File: src/rtl/uart_rx_param_pkg.sv
// Shared UART definitions: receiver state encoding, parity mode codes and a small helper.
package uart_rx_param_pkg;

    typedef enum logic [2:0] {
        StIdle,
        StStart,
        StData,
        StParity,
        StStop
    } rx_state_e;

    localparam int unsigned ParNone = 0;
    localparam int unsigned ParOdd  = 1;
    localparam int unsigned ParEven = 2;

    // Used to size the tick counter so it covers both a bit period and the stop period.
    function automatic int unsigned max_u(input int unsigned a, input int unsigned b);
        return (a > b) ? a : b;
    endfunction

endpackage

File: src/rtl/uart_rx_param_sync2.sv
// Two-flop synchroniser with a configurable reset value (idle-high lines reset to 1).
module uart_rx_param_sync2 #(
    parameter logic ResetVal = 1'b1
) (
    input  logic clk,
    input  logic rst_n,
    input  logic d,
    output logic q
);

    logic meta;

    // First flop may go metastable; the second gives it a full cycle to settle.
    always_ff @(posedge clk or negedge rst_n) begin
        if (!rst_n) begin
            meta <= ResetVal;
            q    <= ResetVal;
        end else begin
            meta <= d;
            q    <= meta;
        end
    end

endmodule

File: src/rtl/uart_rx_param.sv
// Parametrised oversampling UART receiver: configurable data width, parity and stop length.
module uart_rx_param
    import uart_rx_param_pkg::*;
#(
    parameter int unsigned DBIT    = 8,
    parameter int unsigned OVS     = 16,
    parameter int unsigned SB_TICK = 16,
    parameter int unsigned PARITY  = 0
) (
    input  logic            clk,
    input  logic            rst_n,
    input  logic            rx,
    input  logic            baud,
    output logic [DBIT-1:0] d_out,
    output logic            rx_done,
    output logic            parity_err,
    output logic            frame_err,
    output logic            busy
);

    localparam int unsigned SW = $clog2(max_u(OVS, SB_TICK));
    localparam int unsigned NW = $clog2(DBIT);

    localparam logic [SW-1:0] SHalf = SW'(OVS / 2 - 1);
    localparam logic [SW-1:0] SBit  = SW'(OVS - 1);
    localparam logic [SW-1:0] SStop = SW'(SB_TICK - 1);
    localparam logic [NW-1:0] NLast = NW'(DBIT - 1);

    rx_state_e       state;
    logic            rx_s;
    logic            armed;
    logic [SW-1:0]   s;
    logic [NW-1:0]   n;
    logic [DBIT-1:0] shift;
    logic            par_mismatch;
    logic            stop_ok;
    logic            frame_end;

    uart_rx_param_sync2 #(
        .ResetVal (1'b1)
    ) u_sync (
        .clk   (clk),
        .rst_n (rst_n),
        .d     (rx),
        .q     (rx_s)
    );

    assign busy = (state != StIdle);

    // Frame FSM plus datapath; outputs are published one clk after the final stop tick.
    always_ff @(posedge clk or negedge rst_n) begin
        if (!rst_n) begin
            state        <= StIdle;
            armed        <= 1'b0;
            s            <= '0;
            n            <= '0;
            shift        <= '0;
            par_mismatch <= 1'b0;
            stop_ok      <= 1'b0;
            frame_end    <= 1'b0;
            d_out        <= '0;
            rx_done      <= 1'b0;
            parity_err   <= 1'b0;
            frame_err    <= 1'b0;
        end else begin
            rx_done   <= frame_end;
            frame_end <= 1'b0;
            if (frame_end) begin
                d_out      <= shift;
                parity_err <= (PARITY != ParNone) & par_mismatch;
                frame_err  <= ~stop_ok;
            end

            case (state)
                StIdle: begin
                    // A falling edge only counts after the line has been seen high.
                    if (rx_s) begin
                        armed <= 1'b1;
                    end else if (armed) begin
                        armed <= 1'b0;
                        state <= StStart;
                        s     <= '0;
                    end
                end
                StStart: begin
                    if (baud) begin
                        if (s == SHalf) begin
                            if (!rx_s) begin
                                state <= StData;
                                s     <= '0;
                                n     <= '0;
                            end else begin
                                state <= StIdle;
                            end
                        end else begin
                            s <= s + 1'b1;
                        end
                    end
                end
                StData: begin
                    if (baud) begin
                        if (s == SBit) begin
                            s     <= '0;
                            shift <= {rx_s, shift[DBIT-1:1]};
                            if (n == NLast) begin
                                state <= (PARITY != ParNone) ? StParity : StStop;
                            end else begin
                                n <= n + 1'b1;
                            end
                        end else begin
                            s <= s + 1'b1;
                        end
                    end
                end
                StParity: begin
                    if (baud) begin
                        if (s == SBit) begin
                            s            <= '0;
                            // Even: line must equal ^data; odd: its complement.
                            par_mismatch <= rx_s ^ (^shift) ^ (PARITY == ParOdd);
                            state        <= StStop;
                        end else begin
                            s <= s + 1'b1;
                        end
                    end
                end
                StStop: begin
                    if (baud) begin
                        if (s == SBit) begin
                            stop_ok <= rx_s;
                        end
                        if (s == SStop) begin
                            s         <= '0;
                            state     <= StIdle;
                            frame_end <= 1'b1;
                        end else begin
                            s <= s + 1'b1;
                        end
                    end
                end
                default: begin
                    state <= StIdle;
                end
            endcase
        end
    end

endmodule

File: config.mk
export PLATFORM = sky130hd
export DESIGN_NAME = uart_rx_param
export DESIGN_NICKNAME = d
export VERILOG_FILES = /design/src/rtl/uart_rx_param_pkg.sv /design/src/rtl/uart_rx_param_sync2.sv /design/src/rtl/uart_rx_param.sv
export SDC_FILE = /design/constraint.sdc
export NUM_CORES = 1
export LEC_CHECK = 0
export BUFFER_PORTS_ARGS = -buffer_cell sky130_fd_sc_hd__buf_2
export CAP_MARGIN = 0
export CORE_UTILIZATION = 25
export DETAILED_ROUTE_END_ITERATION = 10
export HOLD_SLACK_MARGIN = 0.05
export PLACE_DENSITY_LB_ADDON = 0.05
export SKIP_LAST_GASP = 1
export SLEW_MARGIN = 20
export SYNTH_ARGS = -nofsm -noshare
export SYNTH_HDL_FRONTEND = slang
export SYNTH_SLANG_ARGS = --single-unit
File: constraint.sdc
create_clock -name clk -period 2 [get_ports clk]
set_input_delay 0.4 -clock clk [delete_from_list [all_inputs] [get_ports clk]]
set_output_delay 0.4 -clock clk [all_outputs]
set_load 0.005 [all_outputs]
==> run_results.csv <==
group,metric,value,unit
synth,synth_cell_types,40,
clock_network,root_buffer,"clkbuf_8",
pwr,p_leak,0.0009006,uW
sta,hold_viol_final,0,
pwr,clkPwrFrac,0.207,
sta,min_period_over_period,0.9739,
die,die-area,0.006427,mm2
grt,grt-ovfl-total,0,
drt,ant_nets,0,
synth,netlist_instances,118,
critical_path,cp_cell_sequence,"or3b_1 > a22o_1 > or4_4 > mux2_4",
critical_path,worst_ep_required_time,2.17,ns
sta,max-slew-margin-rel,0.5089,
sta,min_period,1.948,ns
pwr,vdd_drop_max,340.4,uV
pwr,pwr-share-comb,0.418,
die,initial_core_util,0.2580,
clock_network,cts_tree,"built",
critical_path,ff2ff_setup_slack,0.05,ns
clock_network,cts_max_level,2,
clock_network,clock_latency,0.28,ns
grt,grt_max_degree,34,
clock_network,cts_buffers,5,
clock_network,cts_sinks,33,
die,dieHeight,80.17,um
critical_path,critPathLaunch,"state[2]",
sta,whs,0.1647,ns
grt,grt_usage,0.1114,
sta,fin_tns_setup,0,ns
layout,final_cell_mix,"dfrtp_1 (30), mux2_2 (17), buf_2 (14), buf_4 (14), inv_1 (7)",
critical_path,critical_path_class,"register to register",
worst_hold_path,hp-class,"input port to asynchronous set/reset pin",
critical_path,r2r_start,"state[2]",
layout,num-nets-final,155,
synth,synth.avg_cell_area,12.95,um2
critical_path,reg2reg_depth,4,
layout,final_common_cell,"dfrtp_1",
critical_path,cp.depth,4,
critical_path,cp_max_fo,3,
layout,fin_cells,224,
synth,syn-cell-area,0.001528,mm2
critical_path,critical_path_buf_inv_count,0,
drt,viasPerCell,4.558,
sta,skew,0.01237,ns
die,chipWidth,80.17,um
critical_path,cpLargestDelayFamily,"simple AND/OR/NAND/NOR gates",
pwr,cellPowerDensity,1264,mW/mm2
critical_path,timing.rr.end,"state[1]",
pwr,intPower,1538,uW
drt,firstDrtPassIters,2,
run_status,status,"finished, final reports clean",
synth,syn-num-nets,125,
sta,rsz0062_at_grt,"no",
pwr,power_frac_seq,0.375,
die,rows,28,
sta,clock.fmax,513.4,MHz
clock_network,postCtsSetupBuffers,0,
synth,yosysSeqAreaShare,0.5422,
clock_network,cts_buffer_depth,2,
critical_path,endpoint_kind,"register",
place,io_buffer_count,14,
sta,drv_slew,0,
pwr,swShare,0.3470,
layout,area_delta_synth_final,22.03,%
critical_path,cp_slowest_cell,"or4_4",
critical_path,slowest_delay,0.53,ns
drt,wirelength,3.090,mm
layout,num_antenna_cells,0,
sta,setup_violations,0,
place,finalWeightedCongestion,0.7378,
critical_path,start_kind,"register",
synth,synth-seq-cells,33,
layout,layout-drive-gt1-share,0.4631,
grt,grt_pass1_wl,5.264,mm
drt,first_iter_violations,17,
place,dp_hpwl,2.213,mm
drt,drc_errors,0,
drt,wire_per_inst,13.79,um
die,ioPinCount,16,
critical_path,critPathArrivalTime,2.12,ns
place,dp_cells,216,
flow_run,drv_cap,0,
die,coreArea,0.005921,mm2
sta,tightest_slew,0.7366,ns
drt,vias,1021,
clock_network,clkTransAtPathRegs,0.07,ns
synth,ys_warn_count,0,
critical_path,crit_end,"state[1]",
pwr,p_sw,817.5,uW
grt,first_global_vias,1018,
grt,antenna_found_initial,0,
[flip-flops by register name (all words and copies together) (netlist names)]
| signal | cells |
|---|---|
| d_out | 8 |
| shift | 8 |
| s | 4 |
| n | 3 |
| state | 3 |
| armed | 1 |
| frame_end | 1 |
| frame_err | 1 |
| rx_done | 1 |
| stop_ok | 1 |
| u_sync.meta | 1 |
| u_sync.q | 1 |
[Yosys cell counts (all sizes together)]
cell type	number	area [um2]
a41oi	1	8.760
nand2	3	11.26
nand3	3	15.01
mux2	21	244.0
inv	7	26.28
nor2	3	11.26
a41o	1	11.26
or3b	2	17.52
ha	3	37.54
and3b	1	12.51
nor3	3	20.02
or2b	1	7.510
a21oi	2	13.76
mux2i	4	40.04
clkbuf	1	3.750
xor2	1	8.760
dfstp	2	52.55
or2	2	12.52
or4b	1	10.01
dfrtp	31	775.7
o21ai	6	30.03
conb	1	3.750
o211ai	3	22.52
nor4b	4	41.29
or4	1	11.26
o21a	1	7.510
and3	1	7.510
buf	4	27.52
a22o	1	8.760
a211oi	2	20.02
a22oi	1	7.510
[stage by stage]
step | area (um2) | worst slack (ns) | total power [uW] | utilization
final | 1864 | 0.05218 | 2356 | 0.3149
after global routing | 1864 | 0.001711 | 2531 | 0.3149
after CTS | 1848 | 0.01103 | 2376 | 0.3121
after detailed placement | 1765 | 0.01900 | 1878 | 0.2982
after global placement | 1765 | 0.06337 | 1863 | 0.2982
after floorplan | 1528 | 0.06660 | 1497 | -
[power groups by stage]
stage	registers (uW)	logic, uW	clock network (uW)
3_3_place_gp	890	973	0
4_1_cts	881	985	509
3_5_place_dp	893	985	0
6_report	883	985	487
5_1_grt	899	1090	538
2_1_floorplan	851	647	0
[worst register-to-register path: cells and delay by family, from the launching register on]
family,cells,cell delay [ns]
flip-flops,1,0.37
multiplexers,1,0.31
AND/OR/NAND/NOR,2,0.93
AO/OA/AOI/OAI,1,0.24
[final cells by class]
type	count	area, um2
Fill cell	606	4056
Clock buffer	6	72.57
Clock inverter	2	10.01
Timing Repair Buffer	28	175.2
Sequential cell	33	829.5
Tap cell	75	93.84
Multi-Input combinational cell	73	656.9
Inverter	7	26.28
[what timing repair did]
| action | 4_1_cts | 5_1_grt |
|---|---|---|
| endpoints found under the setup margin | 0 | 6 |
| gates resized for setup | 0 | 4 |
| hold buffers | 0 | 0 |
[worst min-delay path by stage]
| stage | endpoint | startpoint | cells after the start | slack [ns] |
|---|---|---|---|---|
| 3_5_place_dp | u_sync.q | u_sync.meta | 0 | 0.35 |
| 5_1_grt | u_sync.meta | rx | 1 | 0.21 |
| 6_report | state[0] | rst_n | 1 | 0.16 |
| 2_1_floorplan | armed | rst_n | 0 | 0.10 |
| 3_3_place_gp | u_sync.q | u_sync.meta | 0 | 0.35 |
| 4_1_cts | state[1] | rst_n | 1 | 0.21 |
[layer usage]
layer / track usage / vias up / part of all wire
met1: 0.1465 / 513 / 0.49
met4: 0.04821 / 0 / 0.018
li1: - / 486 / -
met5: 0 / - / 0
met2: 0.1667 / 15 / 0.45
met3: 0.03523 / 7 / 0.037
[logic make-up (layout without fill, tap and decap cells)]
| kind of cell | count (synthesis) | in the layout | synth area share |
|---|---|---|---|
| AOI/OAI and AO/OA | 18 | 18 | 0.08518 |
| xor gates and xnor gates | 1 | 1 | 0.005734 |
| adders and majority gates | 3 | 3 | 0.02457 |
| buffers and inverters | 12 | 43 | 0.03767 |
| DFF | 33 | 33 | 0.5422 |
| muxes | 25 | 25 | 0.1859 |
| other | 1 | 1 | 0.002455 |
| and+or+nand+nor | 25 | 25 | 0.1163 |
(Power assumes the default switching activity.)
